`src/rtl/rram_seq_pkg.sv`:
```
// rtl/rram_seq_pkg.sv - opcodes, driver line codes and sequencer states shared by the RRAM sequencer
package rram_seq_pkg;

   localparam logic [3:0] OP_NOP    = 4'd0;
   localparam logic [3:0] OP_WRITE  = 4'd1;
   localparam logic [3:0] OP_READ   = 4'd2;
   localparam logic [3:0] OP_MAC    = 4'd3;
   localparam logic [3:0] OP_CONF_T = 4'd4;
   localparam logic [3:0] OP_CONF_V = 4'd5;

   // Driver codes are {IN1,IN0}
   localparam logic [1:0] LC_IDLE = 2'b11;
   localparam logic [1:0] LC_WR   = 2'b00;
   localparam logic [1:0] LC_RD   = 2'b10;

   typedef enum logic [2:0] {
      ST_IDLE,
      ST_WR_PULSE,
      ST_RD_PRE,
      ST_RD_SENSE,
      ST_MAC_PRE,
      ST_MAC_CONV,
      ST_DONE
   } seq_state_t;

endpackage

```
`src/rtl/rram_line_encoder.sv`:
```
// rtl/rram_line_encoder.sv - maps sequencer state and addresses onto per-line WL/SL/BL driver codes
module rram_line_encoder
   import rram_seq_pkg::*;
#(
   parameter int ARRAY_SIZE = 16,
   parameter int AW         = $clog2(ARRAY_SIZE)
) (
   input  seq_state_t            state,
   input  logic [AW-1:0]         row,
   input  logic [AW-1:0]         col,
   input  logic [1:0]            v_op,
   input  logic [AW:0]           grp_lo,
   input  logic [AW:0]           grp_hi,
   output logic [ARRAY_SIZE-1:0] in0_wl,
   output logic [ARRAY_SIZE-1:0] in1_wl,
   output logic [ARRAY_SIZE-1:0] in0_sl,
   output logic [ARRAY_SIZE-1:0] in1_sl,
   output logic [ARRAY_SIZE-1:0] in0_bl,
   output logic [ARRAY_SIZE-1:0] in1_bl
);

   logic [1:0] wl_code [ARRAY_SIZE];
   logic [1:0] sl_code [ARRAY_SIZE];
   logic [1:0] bl_code [ARRAY_SIZE];

   always_comb begin
      for (int i = 0; i < ARRAY_SIZE; i++) begin
         wl_code[i] = LC_IDLE;
         sl_code[i] = LC_IDLE;
         bl_code[i] = LC_IDLE;
      end
      case (state)
         ST_WR_PULSE: begin
            wl_code[row] = LC_WR;
            // V_OP=1 is RESET (SL side), everything else SETs from the BL side
            if (v_op == 2'd1) sl_code[col] = LC_WR;
            else              bl_code[col] = LC_WR;
         end
         ST_RD_PRE, ST_RD_SENSE: begin
            bl_code[col] = LC_RD;
            sl_code[col] = LC_WR;
            wl_code[row] = LC_WR;
         end
         ST_MAC_CONV: begin
            for (int i = 0; i < ARRAY_SIZE; i++) begin
               bl_code[i] = LC_RD;
               if ((AW+1)'(i) >= grp_lo && (AW+1)'(i) <= grp_hi) wl_code[i] = LC_WR;
            end
         end
         default: ;
      endcase
   end

   for (genvar i = 0; i < ARRAY_SIZE; i++) begin : g_split
      assign in0_wl[i] = wl_code[i][0];
      assign in1_wl[i] = wl_code[i][1];
      assign in0_sl[i] = sl_code[i][0];
      assign in1_sl[i] = sl_code[i][1];
      assign in0_bl[i] = bl_code[i][0];
      assign in1_bl[i] = bl_code[i][1];
   end

endmodule

```
`src/rtl/rram_op_sequencer.sv`:
```
// rtl/rram_op_sequencer.sv - RRAM array instruction sequencer: timed write, precharge/sense read, grouped MAC
module rram_op_sequencer
   import rram_seq_pkg::*;
#(
   parameter int  ARRAY_SIZE = 16,
   parameter int  MUX_WIDTH  = 8,
   parameter int  MAC_GROUP  = 4,
   parameter int  SENSE_CYC  = 2,
   parameter int  ADC_CYC    = 4,
   localparam int NUM_MUX    = ARRAY_SIZE / MUX_WIDTH,
   localparam int AW         = $clog2(ARRAY_SIZE),
   localparam int SW         = $clog2(MUX_WIDTH)
) (
   input  logic                    clk,
   input  logic                    rst,
   input  logic                    instr_valid,
   output logic                    instr_ready,
   input  logic [31:0]             instruction,
   output logic [ARRAY_SIZE-1:0]   IN0_BL,
   output logic [ARRAY_SIZE-1:0]   IN1_BL,
   output logic [ARRAY_SIZE-1:0]   IN0_SL,
   output logic [ARRAY_SIZE-1:0]   IN1_SL,
   output logic [ARRAY_SIZE-1:0]   IN0_WL,
   output logic [ARRAY_SIZE-1:0]   IN1_WL,
   output logic                    ENABLE_WL,
   output logic                    ENABLE_SL,
   output logic                    ENABLE_BL,
   output logic [NUM_MUX*SW-1:0]   S_MUX,
   output logic [NUM_MUX-1:0]      SEL_TO_CSA,
   output logic [NUM_MUX-1:0]      SEL_TO_ADC,
   output logic                    PRE,
   output logic [NUM_MUX-1:0]      SAEN_CSA,
   output logic [NUM_MUX-1:0]      CLK_EN_ADC,
   output logic                    done,
   output logic                    err
);

   localparam int          KW         = (AW > SW) ? AW - SW : 1;
   localparam logic [7:0]  SENSE_LAST = 8'(SENSE_CYC - 1);
   localparam logic [7:0]  ADC_LAST   = 8'(ADC_CYC - 1);
   localparam logic [AW:0] GRP_STEP   = (AW+1)'(MAC_GROUP);

   seq_state_t    state;
   logic [7:0]    cnt;
   logic [7:0]    t_mult;
   logic [1:0]    v_op;
   logic [AW-1:0] row_q;
   logic [AW-1:0] col_q;
   logic [AW:0]   grp;
   logic [AW:0]   grp_next;
   logic [AW:0]   grp_last;
   logic [AW:0]   grp_hi;
   logic [KW-1:0] mux_k;
   logic [3:0]    opcode;
   logic          mac_bad;
   logic          instr_unused;

   assign opcode       = instruction[31:28];
   assign mac_bad      = instruction[2*AW-1:AW] < instruction[AW-1:0];
   assign instr_unused = ^instruction;
   assign instr_ready  = (state == ST_IDLE);

   // Group arithmetic is one bit wider so stepping past the last row never wraps
   assign grp_next = grp + GRP_STEP;
   assign grp_last = grp_next - (AW+1)'(1);
   assign grp_hi   = (grp_last > {1'b0, row_q}) ? {1'b0, row_q} : grp_last;
   assign mux_k    = KW'(col_q >> SW);

   always_ff @(posedge clk or posedge rst) begin
      if (rst) begin
         state  <= ST_IDLE;
         cnt    <= '0;
         t_mult <= '0;
         v_op   <= '0;
         row_q  <= '0;
         col_q  <= '0;
         grp    <= '0;
         done   <= 1'b0;
         err    <= 1'b0;
      end else begin
         done <= 1'b0;
         err  <= 1'b0;
         case (state)
            ST_IDLE: if (instr_valid) begin
               row_q <= instruction[2*AW-1:AW];
               col_q <= instruction[AW-1:0];
               cnt   <= '0;
               case (opcode)
                  OP_NOP:    begin state <= ST_DONE; done <= 1'b1; end
                  OP_CONF_T: begin t_mult <= instruction[7:0]; state <= ST_DONE; done <= 1'b1; end
                  OP_CONF_V: begin v_op <= instruction[1:0]; state <= ST_DONE; done <= 1'b1; end
                  OP_WRITE:  state <= ST_WR_PULSE;
                  OP_READ:   state <= ST_RD_PRE;
                  OP_MAC: begin
                     if (mac_bad) err <= 1'b1;
                     else begin
                        grp   <= {1'b0, instruction[AW-1:0]};
                        state <= ST_MAC_PRE;
                     end
                  end
                  default:   err <= 1'b1;
               endcase
            end
            ST_WR_PULSE: begin
               if (cnt == t_mult) begin state <= ST_DONE; done <= 1'b1; end
               else cnt <= cnt + 8'd1;
            end
            ST_RD_PRE: begin
               cnt   <= '0;
               state <= ST_RD_SENSE;
            end
            ST_RD_SENSE: begin
               if (cnt == SENSE_LAST) begin state <= ST_DONE; done <= 1'b1; end
               else cnt <= cnt + 8'd1;
            end
            ST_MAC_PRE: begin
               cnt   <= '0;
               state <= ST_MAC_CONV;
            end
            ST_MAC_CONV: begin
               if (cnt != ADC_LAST) cnt <= cnt + 8'd1;
               else if (grp_next > {1'b0, row_q}) begin state <= ST_DONE; done <= 1'b1; end
               else begin
                  grp   <= grp_next;
                  state <= ST_MAC_PRE;
               end
            end
            ST_DONE: state <= ST_IDLE;
            default: state <= ST_IDLE;
         endcase
      end
   end

   always_comb begin
      ENABLE_WL  = 1'b0;
      ENABLE_SL  = 1'b0;
      ENABLE_BL  = 1'b0;
      S_MUX      = '0;
      SEL_TO_CSA = '0;
      SEL_TO_ADC = '0;
      PRE        = 1'b1;
      SAEN_CSA   = '0;
      CLK_EN_ADC = '0;
      case (state)
         ST_WR_PULSE: begin
            ENABLE_WL = 1'b1;
            ENABLE_SL = 1'b1;
            ENABLE_BL = 1'b1;
         end
         ST_RD_PRE: begin
            PRE                          = 1'b0;
            S_MUX[int'(mux_k)*SW +: SW]  = col_q[SW-1:0];
            SEL_TO_CSA[mux_k]            = 1'b1;
         end
         ST_RD_SENSE: begin
            ENABLE_WL                    = 1'b1;
            ENABLE_BL                    = 1'b1;
            S_MUX[int'(mux_k)*SW +: SW]  = col_q[SW-1:0];
            SEL_TO_CSA[mux_k]            = 1'b1;
            if (cnt == SENSE_LAST) SAEN_CSA[mux_k] = 1'b1;
         end
         ST_MAC_PRE: PRE = 1'b0;
         ST_MAC_CONV: begin
            ENABLE_WL  = 1'b1;
            ENABLE_BL  = 1'b1;
            SEL_TO_ADC = '1;
            CLK_EN_ADC = '1;
         end
         default: ;
      endcase
   end

   rram_line_encoder #(
      .ARRAY_SIZE (ARRAY_SIZE),
      .AW         (AW)
   ) u_line_encoder (
      .state  (state),
      .row    (row_q),
      .col    (col_q),
      .v_op   (v_op),
      .grp_lo (grp),
      .grp_hi (grp_hi),
      .in0_wl (IN0_WL),
      .in1_wl (IN1_WL),
      .in0_sl (IN0_SL),
      .in1_sl (IN1_SL),
      .in0_bl (IN0_BL),
      .in1_bl (IN1_BL)
   );

endmodule

```
`config.mk`:
```
export PLATFORM = sky130hd
export DESIGN_NAME = rram_op_sequencer
export DESIGN_NICKNAME = d
export VERILOG_FILES = /design/src/rtl/rram_seq_pkg.sv /design/src/rtl/rram_line_encoder.sv /design/src/rtl/rram_op_sequencer.sv
export SDC_FILE = /design/constraint.sdc
export NUM_CORES = 1
export LEC_CHECK = 0
export ABC_AREA = 1
export BUFFER_PORTS_ARGS = -buffer_cell sky130_fd_sc_hd__clkbuf_2
export CORE_UTILIZATION = 52
export DETAILED_ROUTE_END_ITERATION = 12
export GPL_ROUTABILITY_DRIVEN = 1
export PLACE_DENSITY_LB_ADDON = 0.05
export SLEW_MARGIN = 0
export SYNTH_ARGS = -nofsm -noshare
export SYNTH_HDL_FRONTEND = slang
export SYNTH_SLANG_ARGS = --single-unit
```
`constraint.sdc`:
```
create_clock -name clk -period 3.3 [get_ports clk]
set_input_delay 0.33 -clock clk [delete_from_list [all_inputs] [get_ports clk]]
set_output_delay 0.33 -clock clk [all_outputs]
set_load 0.02 [all_outputs]
```
==> metrics, run 1 <==
Crit path top cell by count=nand2_4; Worst slew margin=48.6%; most numerous cell in the Yosys netlist=nand2_1; critical path data required time=2.97 ns; Synth Net Count=740; Tmin final=3.17 ns; # IOs=152; WL met2=5600 um; vias=4716; Fmax=0.316 GHz; Post-Route M1 WL=5500 um; Clock Tree Buf Depth=2; cells after synthesis=685; total grt overflow=0; WHS=0.110 ns; final setup violation count=0; antenna viol nets, final=0; Critical Path End=IN0_WL[8]; CTS Hold Bufs=0; final worst-path cycle share=96.0%; drt via density=5.35; Critical Path Slowest Stage Cell=dfrtp_1; TritonRoute pass-1 iters=5; worst-skew pair later-pin latency=0.29 ns; cell area after synthesis=4250 um2; prevailing post-synth register cell=dfrtp_1; RR Endpoint=grp[3]; Seq/Total Area, Yosys=21.2%; antenna violations before repair=0; max_cap viols=0; row count=32; largest net degree at the start of global routing=49; CTS tree=built; first-pass GRT wire length=19500 um; layout cells sized above 1=26.1%; final core utilization=62.6%; DP HPWL=9500 um; Ant. Diodes=0; number of global-route vias before repair=4141; FFs w/ async S/R, synth=100%; Buffers on Ports=131; Max Slew Vio Count=0; DRC Markers=0; Post-synth EDFFs=0; top post-synthesis cells by area=dfrtp_1, nand2_1, nand3_1; Slew @ Worst Pin=0.770 ns; Multi-input gate area=2650 um2; CP Depth=14; Initial DRC Count=291; R2R depth=11; Area Overhead vs Synth=15.0%; Die Wd=92.4 um; H-tree lvl count=2; TritonCTS Buffers=5; Sink Count=36; final instance area=4880 um2; Die H=92.4 um; critical path data arrival time=2.84 ns; Storage cell area=902 um2; Crit path largest cell delay=0.38 ns; worst hold path class=in -> async; CTS clk-pin slew, worst paths=0.07 ns; Clock Skew=0.00420 ns; Critical path buffers and inverters=3; Initial Util=54.4%; Yosys reg bits=36; Worst Path Class, Setup=reg -> out; Synth area leader=dfrtp_1; CP endpoint kind=output pin; Total Routing Usage GR=28.3%; drt wl/cell=13.8 um; Fillers=798; Core ar.=7810 um2; DR top layer=met4; top post-synthesis cells by count=nand2_1, inv_1, nand3_1; status=finished clean; die area=8540 um2; CP startpoint=grp[3]; Nets=833; dpl cell area=4730 um2; final wirelength=12100 um; Top delay family on crit path=adder cells; synth warn=0; clk root buf=clkbuf_8; register-to-register setup slack=1.05 ns; Final Wtd Congestion=0.908; met3 wire length=715 um; Post-Syn Area per Cell=6.20 um2; Netlist cell types=39; area share of the leading cell type in the synthesized netlist=21.2%; r2r startpoint=grp[3]; critical-path maximum fanout=8; Hold Vio Cnt, Final=0; critical-path cell list=inv_1 -> ha_1 -> xnor2_2 -> ha_1 -> nand2_1 -> nand2_1 -> nand2_4 -> nand2_4 -> nand2_2 -> nand2_4 -> a31oi_2 -> o21ai_0 -> buf_4 -> clkbuf_2; crit start category=register
-- cell type report --
class                           instances  share of cell area (%)
Multi-Input combinational cell        496                    54.3
Sequential cell                        36                    18.5
Timing Repair Buffer                  145                    15.7
Inverter                               94                    7.27
Tap cell                              102                    2.61
Clock buffer                            7                    1.56
Clock inverter                          1                   0.179
-- state kept, by name, indices dropped and copies added (netlist names) --
signal and cells:
cnt 8, grp 5, v_op 2, col_q 4, done 1, row_q 4
state 3, t_mult 8, err 1
-- routing by layer --
layer  global-route usage [%]  up-vias
met3                     2.79       23
met4                     9.90        0
met5                        0        -
met1                     39.1     2136
met2                     45.8      196
li1                         -     2361
-- what timing repair did --
item	in CTS	in global routing
setup endpoints to repair	24	29
pin swaps	1	0
setup buffers	1	0
resized for setup	3	16
cloned	0	0
-- worst min-delay path by stage --
stage,slack (ns),from,depth (start not counted),end
floorplan,0.45,instruction[0],2,col_q[0]
global placement,0.44,rst,3,grp[1]
detailed placement,0.45,rst,3,grp[1]
CTS,0.14,rst,3,t_mult[7]
global route,0.16,rst,3,grp[4]
finish,0.11,rst,3,grp[4]
-- tightest hold or removal path, cell delays in order --
cell	delay (ns)
clkbuf_2	0.08
inv_1	0.04
buf_4	0.39
-- logic make-up (layout without fill, tap and decap cells) --
family	Yosys count	count (layout)	share of synthesized area, %
simple gates	341	341	36.4
buf+inv	153	247	17.6
compound gates	121	121	15.8
flops	36	36	21.2
fa+ha+maj	20	20	5.89
xor+xnor	12	12	2.65
mux	2	2	0.530
-- per-stage QoR --
step	setup slack [ns]	setup TNS (ns)	cells
global route	-0.0127	-0.0853	881
finish	0.131	0	881
detailed placement	0.206	0	872
CTS	0.0331	0	881
global placement	0.323	0	872
floorplan	0.0591	0	685
-- placed cells by master, fill, tap and decap left out, types with 2 or more instances in the layout --
| cell | count |
|---|---|
| nand2_2 | 8 |
| o21ai_2 | 7 |
| nand3_1 | 74 |
| clkinv_1 | 2 |
| nor3_1 | 6 |
| mux2_1 | 2 |
| nor2_8 | 2 |
| inv_1 | 80 |
| nor2_1 | 71 |
| clkbuf_2 | 125 |
| o21ai_0 | 66 |
| o21ai_1 | 7 |
| inv_2 | 11 |
| nand2_1 | 151 |
| buf_4 | 13 |
| buf_2 | 6 |
| xor2_1 | 6 |
| nor2_4 | 5 |
| nand4_1 | 11 |
| clkbuf_8 | 5 |
| xnor2_1 | 4 |
| nor2_2 | 5 |
| nand2_4 | 4 |
| clkbuf_1 | 2 |
| a21oi_1 | 30 |
| ha_1 | 19 |
| dfrtp_1 | 35 |
| a31oi_1 | 3 |
Power of run 1 is not shown: default switching activity piles up to over one toggle a cycle in this logic, so the estimate is an artifact.
==> inputs of run 2 (changes only) <==
Settings changed: CORE_UTILIZATION 52 to 50.
==> metrics, run 2 (synthesis gave the netlist of run 1 again) <==
CP endpoint kind=output pin; Final Wtd Congestion=0.912 (+0.46%); Area Overhead vs Synth=15.6%; setup tns final=0 ns (unchanged); Hold Vio Cnt, Final=0 (unchanged); Ant. Diodes=0 (unchanged); drt via density=5.39 (+0.60%); Initial Util=51.7% (-2.7 points); Core ar.=8220 um2 (+5.2%); DRC Markers=0 (unchanged); max_cap viols=0 (unchanged); final instance area=4910 um2 (+0.59%); final setup violation count=0 (unchanged); Clock Tree Buf Depth=2 (unchanged); most common cell after layout, fill and taps aside=nand2_1; worst hold path class=in -> async; Die H=94.2 um (+1.9%); H-tree lvl count=2 (unchanged); die area=8870 um2 (+3.9%); Crit path top cell by count=nand2_1; critical-path cell list=inv_1 -> buf_4 -> ha_1 -> inv_1 -> ha_1 -> nand3_1 -> nand2_1 -> nand2_1 -> nand2_1 -> nand2_4 -> nand2_4 -> nand2_1 -> nand2_1 -> nand2_1 -> o21ai_1 -> nand2_1 -> nand2_1 -> clkbuf_2; first-pass GRT wire length=19700 um (+1.1%); antenna viol nets, final=0 (unchanged); CTS clk-pin slew, worst paths=0.09 ns (+0.02 ns); Critical path buffers and inverters=4 (+1); # IOs=152 (unchanged); dpl cell area=4740 um2 (about the same); TritonRoute pass-1 iters=5 (unchanged); CTS tree=built; post-placement cell count=875 (+0.34%); CTS Hold Bufs=0 (unchanged); Max Slew Vio Count=0 (unchanged); worst-skew pair later-pin latency=0.30 ns (about the same); layout cells sized above 1=26.6% (+0.57 points); Buffers on Ports=131 (unchanged); Worst slew margin=46.8% (-1.8 points); vias=4793 (+1.6%); final wirelength=12500 um (+3.1%); drt wl/cell=14.1 um (+2.1%); number of global-route vias before repair=4164 (+0.56%); clk root buf=clkbuf_8; Worst Path Class, Setup=reg -> out; Critical Path Slowest Stage Cell=dfrtp_2; most frequent cells in the layout=nand2_1, clkbuf_2, inv_1; biggest registers after layout=cnt (8), t_mult (8), grp (5); slack of the critical path=0.135 ns (+0.00399 ns); Sink Count=36 (unchanged); Tmin final=3.17 ns (-0.00399 ns); Finished Layout Cells=890 (+1.0%); final worst-path cycle share=95.9% (-0.12 points); Nets=839 (+0.72%); Die Wd=94.2 um (+1.9%); row count=33 (+3.1%); Total Routing Usage GR=28.1% (-0.12 points); status=finished clean; Initial DRC Count=247 (-15%); total grt overflow=0 (unchanged); antenna violations before repair=0 (unchanged); DP HPWL=9840 um (+3.5%); largest net degree at the start of global routing=49 (unchanged); Crit path largest cell delay=0.39 ns (about the same); Fmax=0.316 GHz (+0.13%); Clock Skew=0.0116 ns (+0.00738 ns); critical path data required time=2.97 ns (about the same); critical path data arrival time=2.84 ns (about the same); TritonCTS Buffers=5 (unchanged); critical-path maximum fanout=8 (unchanged); Top delay family on crit path=simple AND/OR/NAND/NOR gates; Slew @ Worst Pin=0.798 ns (+0.0276 ns); crit start category=register; post-placement setup slack=0.320 ns (+0.114 ns)
[run 2: changes by cell type in the layout (fill, tap and decap cells not counted), sizes merged]
cell,change
inv,+1
buf,+5
[run 2: what timing repair did]
item,in CTS,in global routing
pin swaps,0,1
setup buffers,0,7
resized for setup,1,12
gates cloned,0,0
setup endpoints to repair,4,30
[run 2: tightest hold or removal path: cells and delay by family]
| family | cells | cell delay (ns) |
|---|---|---|
| buffers and inverters | 3 | 0.51 |
[run 2: final cells by class]
type                       count  area (um2)
fill                         870        3300
timing repair buffer         151         808
clock inverter                 2        13.8
clock buffer                   6        82.6
multi-input combinational    496        2620
sequential                    36         902
tap                          105         131
inverter                      94         353
[run 2: layer usage]
layer	global-route usage, %	routed length [um]	vias to the layer above
li1	-	-	2372
met1	38.4	5600	2203
met2	46.3	5890	194
met3	2.83	721	24
met4	9.10	299	0
met5	0	0	-
[run 2: metrics by stage]
step	utilization [%]	hold WS, ns
global placement	57.7	0.440
detailed placement	57.7	0.443
floorplan	-	0.451
finish	59.8	0.108
CTS	58.9	0.122
global route	59.8	0.159
[run 2: path summary, 6_finish.rpt]
path	startpoint	end	slack (ns)	cells past startpoint
min in group clk	instruction[3]	col_q[3]	0.25	3
setup reg to reg	grp[2]	grp[2]	1.02	10
setup / recovery	grp[0]	IN0_WL[9]	0.13	18
hold reg to reg	v_op[0]	v_op[0]	0.50	2
max in group asynchronous	rst	grp[0]	2.85	3
hold / removal	rst	cnt[4]	0.11	3
Power of run 2 is left out for the same reason.
==> inputs of run 3 (changes only) <==
Settings changed: RECOVER_POWER from default to 50.
==> metrics, run 3 (synthesis gave the netlist of run 1 again) <==
Clock Tree Buf Depth=2 (unchanged); final worst-path cycle share=95.8% (about the same); Total Routing Usage GR=28.1% (unchanged); Area Overhead vs Synth=13.5%; CP endpoint kind=output pin; max_cap viols=1 (+1); antenna viol nets, final=0 (unchanged); TritonCTS Buffers=5 (unchanged); Worst Path Class, Setup=reg -> out; layout cells sized above 1=22.3% (-4.3 points); Initial DRC Count=278 (+13%); critical path data arrival time=2.83 ns (about the same); failing checks=max-capacitance violations, max-slew violations; Final Wtd Congestion=0.912 (unchanged); number of global-route vias before repair=4164 (unchanged); Multi-input gate area=2570 um2 (-2.1%); final core utilization=58.7% (-1.1 points); Buffers on Ports=131 (unchanged); worst hold path class=in -> reg; CTS clk-pin slew, worst paths=0.08 ns (about the same); TritonRoute pass-1 iters=5 (unchanged); vias=4737 (-1.2%); Critical path buffers and inverters=4 (unchanged); post-placement setup slack=0.320 ns (unchanged); Critical Path Slowest Stage Cell=dfrtp_2; Core ar.=8220 um2 (unchanged); Die Wd=94.2 um (unchanged); die area=8870 um2 (unchanged); crit start category=register; worst-skew pair later-pin latency=0.30 ns (about the same); drt wl/cell=14.1 um (about the same); Max Slew Vio Count=37 (+37); Storage cell area=902 um2 (unchanged); Ant. Diodes=0 (unchanged); CTS tree=built; Hold Vio Cnt, Final=0 (unchanged); Tmin final=3.16 ns (-0.00230 ns); Worst slew margin=-30.4% (-77 points); critical path data required time=2.97 ns (about the same); Initial Util=51.7% (unchanged); most common cell after layout, fill and taps aside=nand2_1; status=finished, violations left; Fillers=895 (+2.9%); Crit path largest cell delay=0.39 ns (about the same); first-pass GRT wire length=19700 um (unchanged); most frequent cells in the layout=nand2_1, clkbuf_2, inv_1; DP HPWL=9840 um (unchanged); biggest registers after layout=cnt (8), t_mult (8), grp (5); total grt overflow=0 (unchanged); antenna violations before repair=0 (unchanged); clk root buf=clkbuf_8; Fmax=0.316 GHz (about the same); row count=33 (unchanged); slack of the critical path=0.137 ns (+0.00230 ns); drt via density=5.32 (-1.2%); final setup violation count=0 (unchanged); Sink Count=36 (unchanged); Clock Skew=0.0118 ns (+0.000224 ns); critical-path maximum fanout=8 (unchanged); Crit path top cell by count=nand2_1; Top delay family on crit path=simple AND/OR/NAND/NOR gates; Die H=94.2 um (unchanged); Slew @ Worst Pin=1.96 ns (+1.16 ns); Nets=839 (unchanged); critical-path cell list=inv_1 -> buf_4 -> ha_1 -> inv_1 -> ha_1 -> nand3_1 -> nand2_1 -> nand2_1 -> nand2_1 -> nand2_4 -> nand2_4 -> nand2_1 -> nand2_1 -> nand2_1 -> o21ai_1 -> nand2_1 -> nand2_1 -> clkbuf_2; largest net degree at the start of global routing=49 (unchanged); final wirelength=12500 um (about the same); register-to-register setup slack=0.27 ns (-0.75 ns); # IOs=152 (unchanged); H-tree lvl count=2 (unchanged); DRC Markers=0 (unchanged)
==> run 3: changes by cell type in the layout (fill, tap and decap cells not counted) <==
cell and change:
clkbuf_1 +22, nor2_1 +3, buf_4 -3, inv_1 +3, and2_1 -1, nor2_8 -1
o21ai_0 +10, inv_2 -3, and2_0 +1, clkbuf_2 -19, nor2_4 -2, o21ai_2 -6
o21ai_1 -4
==> run 3: path summary, 6_finish.rpt <==
path,start,cells after the start,to
min in group asynchronous,rst,3,grp[4]
min reg2reg,v_op[0],2,v_op[0]
max reg2reg,state[1],8,t_mult[5]
min,instruction[3],3,col_q[3]
max in group asynchronous,rst,3,grp[0]
max,grp[0],18,IN0_WL[9]
==> run 3: layout make-up <==
cell class	count	share of cell area (%)
Multi-Input combinational cell	496	53.2
Sequential cell	36	18.7
Timing Repair Buffer	151	16.0
Inverter	94	7.31
Tap cell	105	2.72
Clock buffer	6	1.71
Clock inverter	2	0.285
==> run 3: tightest hold or removal path: stages <==
cell and delay (ns):
clkbuf_2 0.09, nand2_1 0.04, o21ai_0 0.06
==> run 3: timing repair <==
item / in CTS / in global routing
hold buffers: 0 / 0
pin swaps: 0 / 1
setup buffers: 0 / 7
gates resized for setup: 1 / 12
setup endpoints to repair: 4 / 30
==> run 3: through the flow <==
step                      instance area (um2)  hold WS (ns)  std cells  TNS, ns
after floorplan                          4250         0.451        685        0
after global placement                   4740         0.440        875        0
after detailed placement                 4740         0.443        875        0
after CTS                                4840         0.122        883        0
after global routing                     4820         0.279        890  -0.0895
final                                    4820         0.254        890        0
==> run 3: layer usage <==
layer / wire length (um) / GRT usage, % / up-vias / share of wire, %
li1: - / - / 2370 / -
met1: 5590 / 38.4 / 2165 / 45
met2: 5900 / 46.3 / 185 / 47
met3: 738 / 2.83 / 17 / 5.9
met4: 278 / 9.10 / 0 / 2.2
met5: 0 / 0 / - / 0
Power of run 3 is left out for the same reason.
